--- src/rtl/control_sequencer.sv ---
// Hardwired control unit for the Mini SRC datapath: fetch (T0-T2), decode, and execute
// steps (T3-T6) for register ALU, MUL/DIV, NEG/NOT, NOP and HALT, plus a retired-instruction count.
module control_sequencer #(
  parameter int CNT_W = 16
) (
  input  logic             clk_i,
  input  logic             rst_ni,
  input  logic             run_i,
  input  logic             mem_rdy_i,
  input  logic [31:0]      ir_i,
  output logic             pc_out_o,
  output logic             zhigh_out_o,
  output logic             zlow_out_o,
  output logic             mdr_out_o,
  output logic             mar_in_o,
  output logic             z_in_o,
  output logic             pc_in_o,
  output logic             mdr_in_o,
  output logic             ir_in_o,
  output logic             y_in_o,
  output logic             lo_in_o,
  output logic             hi_in_o,
  output logic             inc_pc_o,
  output logic             read_o,
  output logic             gra_o,
  output logic             grb_o,
  output logic             grc_o,
  output logic             rin_o,
  output logic             rout_o,
  output logic [12:0]      alu_sel_o,
  output logic             halted_o,
  output logic             illegal_o,
  output logic [CNT_W-1:0] instr_count_o
);

  typedef enum logic [3:0] {
    S_IDLE, S_T0, S_T1, S_T2, S_T3, S_T4, S_T5, S_T6, S_HALT
  } state_t;

  typedef enum logic [2:0] {
    C_BIN, C_MULDIV, C_UNARY, C_NOP, C_HALT, C_ILL
  } cls_t;

  state_t           state_q, state_d;
  logic             illegal_q, illegal_d;
  logic [CNT_W-1:0] count_q, count_d;

  logic [4:0]  op;
  cls_t        cls;
  logic [12:0] alu_onehot;
  logic        alu_en;
  logic        retire;
  state_t      end_state;
  logic        unused_ir;

  assign op        = ir_i[31:27];
  assign unused_ir = ^ir_i[26:0];
  assign end_state = run_i ? S_T0 : S_IDLE;

  always_comb begin
    cls        = C_ILL;
    alu_onehot = '0;
    unique case (op)
      5'd5:  begin cls = C_BIN;    alu_onehot = 13'h0001; end
      5'd6:  begin cls = C_BIN;    alu_onehot = 13'h0002; end
      5'd3:  begin cls = C_BIN;    alu_onehot = 13'h0004; end
      5'd4:  begin cls = C_BIN;    alu_onehot = 13'h0008; end
      5'd15: begin cls = C_MULDIV; alu_onehot = 13'h0010; end
      5'd16: begin cls = C_MULDIV; alu_onehot = 13'h0020; end
      5'd9:  begin cls = C_BIN;    alu_onehot = 13'h0040; end
      5'd10: begin cls = C_BIN;    alu_onehot = 13'h0080; end
      5'd11: begin cls = C_BIN;    alu_onehot = 13'h0100; end
      5'd7:  begin cls = C_BIN;    alu_onehot = 13'h0200; end
      5'd8:  begin cls = C_BIN;    alu_onehot = 13'h0400; end
      5'd17: begin cls = C_UNARY;  alu_onehot = 13'h0800; end
      5'd18: begin cls = C_UNARY;  alu_onehot = 13'h1000; end
      5'd26: cls = C_NOP;
      5'd27: cls = C_HALT;
      default: cls = C_ILL;
    endcase
  end

  // Any execute state reached with an unexpected class (IR changed underneath) simply retires.
  always_comb begin
    state_d     = state_q;
    retire      = 1'b0;
    alu_en      = 1'b0;
    pc_out_o    = 1'b0;
    zhigh_out_o = 1'b0;
    zlow_out_o  = 1'b0;
    mdr_out_o   = 1'b0;
    mar_in_o    = 1'b0;
    z_in_o      = 1'b0;
    pc_in_o     = 1'b0;
    mdr_in_o    = 1'b0;
    ir_in_o     = 1'b0;
    y_in_o      = 1'b0;
    lo_in_o     = 1'b0;
    hi_in_o     = 1'b0;
    inc_pc_o    = 1'b0;
    read_o      = 1'b0;
    gra_o       = 1'b0;
    grb_o       = 1'b0;
    grc_o       = 1'b0;
    rin_o       = 1'b0;
    rout_o      = 1'b0;
    halted_o    = 1'b0;
    unique case (state_q)
      S_IDLE: if (run_i) state_d = S_T0;
      S_T0: begin
        pc_out_o = 1'b1; mar_in_o = 1'b1; inc_pc_o = 1'b1; z_in_o = 1'b1;
        state_d  = S_T1;
      end
      S_T1: begin
        // Held while memory is busy; reloading PC with the same value is harmless.
        zlow_out_o = 1'b1; pc_in_o = 1'b1; read_o = 1'b1; mdr_in_o = 1'b1;
        if (mem_rdy_i) state_d = S_T2;
      end
      S_T2: begin
        mdr_out_o = 1'b1; ir_in_o = 1'b1;
        if (cls == C_NOP || cls == C_ILL) begin
          retire  = 1'b1;
          state_d = end_state;
        end else begin
          state_d = S_T3;
        end
      end
      S_T3: begin
        unique case (cls)
          C_BIN:    begin grb_o = 1'b1; rout_o = 1'b1; y_in_o = 1'b1; state_d = S_T4; end
          C_MULDIV: begin gra_o = 1'b1; rout_o = 1'b1; y_in_o = 1'b1; state_d = S_T4; end
          C_UNARY: begin
            grb_o = 1'b1; rout_o = 1'b1; alu_en = 1'b1; z_in_o = 1'b1;
            state_d = S_T4;
          end
          C_HALT:  begin retire = 1'b1; state_d = S_HALT; end
          default: begin retire = 1'b1; state_d = end_state; end
        endcase
      end
      S_T4: begin
        unique case (cls)
          C_BIN: begin
            grc_o = 1'b1; rout_o = 1'b1; alu_en = 1'b1; z_in_o = 1'b1;
            state_d = S_T5;
          end
          C_MULDIV: begin
            grb_o = 1'b1; rout_o = 1'b1; alu_en = 1'b1; z_in_o = 1'b1;
            state_d = S_T5;
          end
          C_UNARY: begin
            zlow_out_o = 1'b1; gra_o = 1'b1; rin_o = 1'b1;
            retire = 1'b1; state_d = end_state;
          end
          default: begin retire = 1'b1; state_d = end_state; end
        endcase
      end
      S_T5: begin
        unique case (cls)
          C_BIN: begin
            zlow_out_o = 1'b1; gra_o = 1'b1; rin_o = 1'b1;
            retire = 1'b1; state_d = end_state;
          end
          C_MULDIV: begin zlow_out_o = 1'b1; lo_in_o = 1'b1; state_d = S_T6; end
          default:  begin retire = 1'b1; state_d = end_state; end
        endcase
      end
      S_T6: begin
        zhigh_out_o = 1'b1; hi_in_o = 1'b1;
        retire = 1'b1; state_d = end_state;
      end
      S_HALT: halted_o = 1'b1;
      default: state_d = S_IDLE;
    endcase
  end

  assign alu_sel_o = alu_en ? alu_onehot : 13'h0000;
  assign illegal_d = illegal_q | (state_q == S_T2 && cls == C_ILL);
  assign count_d   = count_q + CNT_W'(retire);

  always_ff @(posedge clk_i or negedge rst_ni) begin
    if (!rst_ni) begin
      state_q   <= S_IDLE;
      illegal_q <= 1'b0;
      count_q   <= '0;
    end else begin
      state_q   <= state_d;
      illegal_q <= illegal_d;
      count_q   <= count_d;
    end
  end

  assign illegal_o     = illegal_q;
  assign instr_count_o = count_q;

endmodule

--- config.mk ---
export PLATFORM = sky130hd
export DESIGN_NAME = control_sequencer
export DESIGN_NICKNAME = d
export VERILOG_FILES = /design/src/rtl/control_sequencer.sv
export SDC_FILE = /design/constraint.sdc
export NUM_CORES = 1
export LEC_CHECK = 0
export BUFFER_PORTS_ARGS = -buffer_cell sky130_fd_sc_hd__clkbuf_2
export CAP_MARGIN = 40
export CORE_UTILIZATION = 41
export DETAILED_ROUTE_END_ITERATION = 8
export HOLD_SLACK_MARGIN = 0.15
export PLACE_DENSITY = 0.83
export REMOVE_ABC_BUFFERS = 1
export SLEW_MARGIN = 10
export SYNTH_ARGS = -nofsm -noshare
export SYNTH_HDL_FRONTEND = slang
export SYNTH_SLANG_ARGS = --single-unit
--- constraint.sdc ---
create_clock -name clk_i -period 3.3 [get_ports clk_i]
set_input_delay 0.99 -clock clk_i [delete_from_list [all_inputs] [get_ports clk_i]]
set_output_delay 0.99 -clock clk_i [all_outputs]
set_load 0.005 [all_outputs]
==> run_results.csv <==
group,metric,value,unit
yosys,synthAdderAreaFrac,0.01502,
worst_setup_path,cp_slowest_stage_delay,0.54,ns
outcome,outcome,"finished with violations",
finish,utilization,0.6002,
yosys,ys_types,51,
clocking,root_buffer,"clkbuf_8",
yosys,avgSynthCellArea,8.680,um^2
worst_setup_path,required,2.31,ns
detailed_routing,viasPerCell,5.412,
global_route,grt_pass1_wl,6472,um
detailed_routing,drc,0,
yosys,ys_warn_count,0,
yosys,syn-cell-area,1667,um^2
timing,maxSlewViolCount,0,
global_route,antenna_found_initial,0,
worst_setup_path,crit_chain,"clkbuf_2 -> or4b_4 -> buf_4 -> a21oi_4 -> nor2_2 -> or2_2 -> nand2_1 -> clkbuf_2",
clocking,insertion_delay,0.26,ns
timing,period_share,1.050,
yosys,synth_edf_count,0,
worst_hold_path,hp-class,"reg2reg",
clocking,h-tree-depth,1,
timing,layout_setup_ws,-0.1662,ns
detailed_routing,postRouteAntennaNets,0,
timing,worst_pin_slew,0.5706,ns
job,drv_cap,0,
clocking,hold_buffers,0,
yosys,synthMuxAreaShare,0.006006,
floorplanning,rows,22,
timing,setup-violations-final,19,
place,hpwlAfterDp,2963,um
timing,setup_tns,-1.885,ns
timing,max_freq,0.2885,GHz
power_and_ir_drop,power_density,468.7,nW/um^2
power_and_ir_drop,leakage,1.049,nW
finish,diodes,0,
finish,layout.nets,302,
place,place_ws,-0.2834,ns
timing,skew,0.008129,ns
power_and_ir_drop,ir_worst_vdd,258.3,uV
worst_setup_path,reg2reg_slack,0.50,ns
worst_setup_path,cp_max_fo,2,
detailed_routing,vias,1683,
clocking,clkTransAtPathRegs,0.08,ns
finish,drive_above_1_share,0.4715,
clocking,cts_made_buffers,3,
worst_setup_path,worstPathArrival,2.48,ns
outcome,violations,"negative setup slack",
timing,slew-limit-headroom,0.6187,
floorplanning,start_util,0.4419,
global_route,gr-usage-all-layers,0.1922,
global_route,overflow,0,
clocking,cts_max_path_buffers,2,
yosys,synth-xor-area-share,0.08408,
yosys,ys.flop_type,"dfrtp_1",
floorplanning,core,3771,um^2
timing,rsz0062_at_grt,"yes",
floorplanning,io-pin-count,86,
worst_setup_path,setup.worst_path.end_class,"output port",
yosys,syn_inst,192,
yosys,ys_ff_latch,21,
floorplanning,fp.dieH,65.76,um
place,place_area,2096,um^2
finish,area_growth,35.81,%
detailed_routing,dr.pass1.iters,4,
detailed_routing,post_drt_wl_per_cell,13.35,um
yosys,async_flop_share,1.000,
worst_setup_path,path_common_cell,"clkbuf_2",
timing,fin_crit,3.466,ns
timing,hold_viol_final,0,
place,routabilityCongestion,0.8818,
yosys,yosysSeqAreaShare,0.3153,
detailed_routing,totalWireLength,4152,um
yosys,yosys.area_share.simple,0.3664,
yosys,synth-compound-area-share,0.1366,
worst_setup_path,crit_path_top_delay_cell,"or4b_4",
floorplanning,dieArea,4324,um^2
clocking,cts.sinks,21,
detailed_routing,drt_iter0_drc,77,
floorplanning,fp.dieW,65.76,um
clocking,cts_tree,"yes",
place,numPortBuffers,58,
global_route,grt_max_degree,22,
worst_setup_path,setup.worst_path.start_class,"primary input",
worst_setup_path,crit_type,"in2out",
global_route,grt_pass1_vias,1436,
finish,fin_area,2263,um^2
yosys,synth_top_family_by_area,"simple AND/OR/NAND/NOR gates",
==> Yosys cell counts, types with 2 or more instances <==
| master | instances | area [um^2] |
|---|---|---|
| and3_1 | 5 | 31.28 |
| buf_6 | 2 | 22.52 |
| xor2_1 | 3 | 26.28 |
| nor4_1 | 3 | 18.77 |
| nor3_1 | 3 | 15.01 |
| nand4_1 | 3 | 18.77 |
| nand3b_1 | 3 | 22.52 |
| buf_1 | 2 | 7.510 |
| nand3_1 | 11 | 55.05 |
| and4_1 | 2 | 17.52 |
| nand2_1 | 19 | 71.32 |
| nor4_2 | 7 | 87.58 |
| o21ai_0 | 8 | 40.04 |
| buf_2 | 2 | 10.01 |
| buf_4 | 6 | 45.04 |
| nor2_1 | 14 | 52.55 |
| ha_1 | 2 | 25.02 |
| xnor2_1 | 13 | 113.9 |
| o21bai_1 | 2 | 15.01 |
| o31ai_1 | 2 | 15.01 |
| nor3b_1 | 5 | 37.54 |
| dfrtp_1 | 21 | 525.5 |
| a21oi_2 | 2 | 17.52 |
| inv_1 | 3 | 11.26 |
| a21oi_1 | 4 | 20.02 |
| nand2b_1 | 5 | 31.28 |
| a31oi_1 | 2 | 12.51 |
| or2_2 | 3 | 18.77 |
| clkbuf_1 | 7 | 26.28 |
| nor2b_1 | 7 | 43.79 |
==> power breakdown <==
| part | leakage (nW) | internal (mW) | switching, mW |
|---|---|---|---|
| Sequential | 0.275 | 0.304 | 0.104 |
| Combinational | 0.751 | 0.231 | 0.256 |
| Clock | 0.0228 | 0.0859 | 0.0802 |
==> sequential cells by signal, indices dropped and copies added (netlist names) <==
name and flops:
instr_count_o 16, state_q 4, illegal_o 1
==> per-layer routing <==
metal  vias to the layer above  GRT usage  part of all wire
li1                        825          -                 -
met1                       787     0.2263              0.42
met2                        59     0.3431              0.51
met5                         -          0                 0
met3                        12    0.02431             0.039
met4                         0    0.08424             0.027
==> through the flow <==
step | instances | power [mW] | hold slack [ns]
4_1_cts | 311 | 1.055 | 0.4799
3_3_place_gp | 304 | 0.8474 | 0.4539
3_5_place_dp | 304 | 0.8607 | 0.4588
2_1_floorplan | 172 | 0.6269 | 0.4590
6_report | 311 | 1.061 | 0.4748
5_1_grt | 311 | 1.143 | 0.4874
==> worst paths after layout <==
kind | end | start | cells after the start
max in group asynchronous | instr_count_o[3] | rst_ni | 1
max reg2reg | instr_count_o[12] | state_q[0] | 11
max | rout_o | ir_i[28] | 8
min in group asynchronous | instr_count_o[15] | rst_ni | 1
min reg2reg | instr_count_o[15] | instr_count_o[15] | 1
min | instr_count_o[15] | instr_count_o[15] | 1
==> cell type report <==
cell class | count | area, um^2
fillers | 331 | 1508
multi-input cells | 149 | 1117
flip-flops and latches | 21 | 525.5
repair buffers | 86 | 504.2
well taps | 48 | 60.06
clock buffers | 4 | 45.04
inverters | 3 | 11.26
==> layout by cell type, fill, tap and decap left out, types with 3 or more instances in the layout <==
cell type	netlist	routed
a21oi_2	2	3
and3_1	5	5
buf_2	2	10
buf_4	6	27
clkbuf_2	1	48
clkbuf_8	0	3
dfrtp_1	21	21
inv_1	3	3
nand2_1	19	18
nand2b_1	5	5
nand3_1	11	11
nand3b_1	3	3
nand4_1	3	3
nor2_1	14	12
nor2b_1	7	6
nor3_1	3	3
nor3b_1	5	4
nor4_2	7	8
o21ai_0	8	7
xnor2_1	13	12
xor2_1	3	3
==> worst max-delay path, delay by kind of cell <==
family                 cells  cell delay (ns)
and+or+nand+nor            4             0.95
buffers and inverters      3             0.37
AOI/OAI and AO/OA          1             0.16
==> cell families after synthesis <==
logic type	count (synthesis)
adders and majority gates	2
xor gates and xnor gates	16
DFF	21
buffers and inverters	23
muxes	1
AOI/OAI and AO/OA	31
and+or+nand+nor	98
==> repair_timing <==
item / in CTS / in global routing
buffers inserted: 2 / 0
pin swaps: 9 / 5
setup endpoints to repair: 21 / 33
hold endpoints to repair: 0 / 0
gates cloned: 1 / 0
resized for setup: 8 / 24
Power figures use the tool's default switching activity.
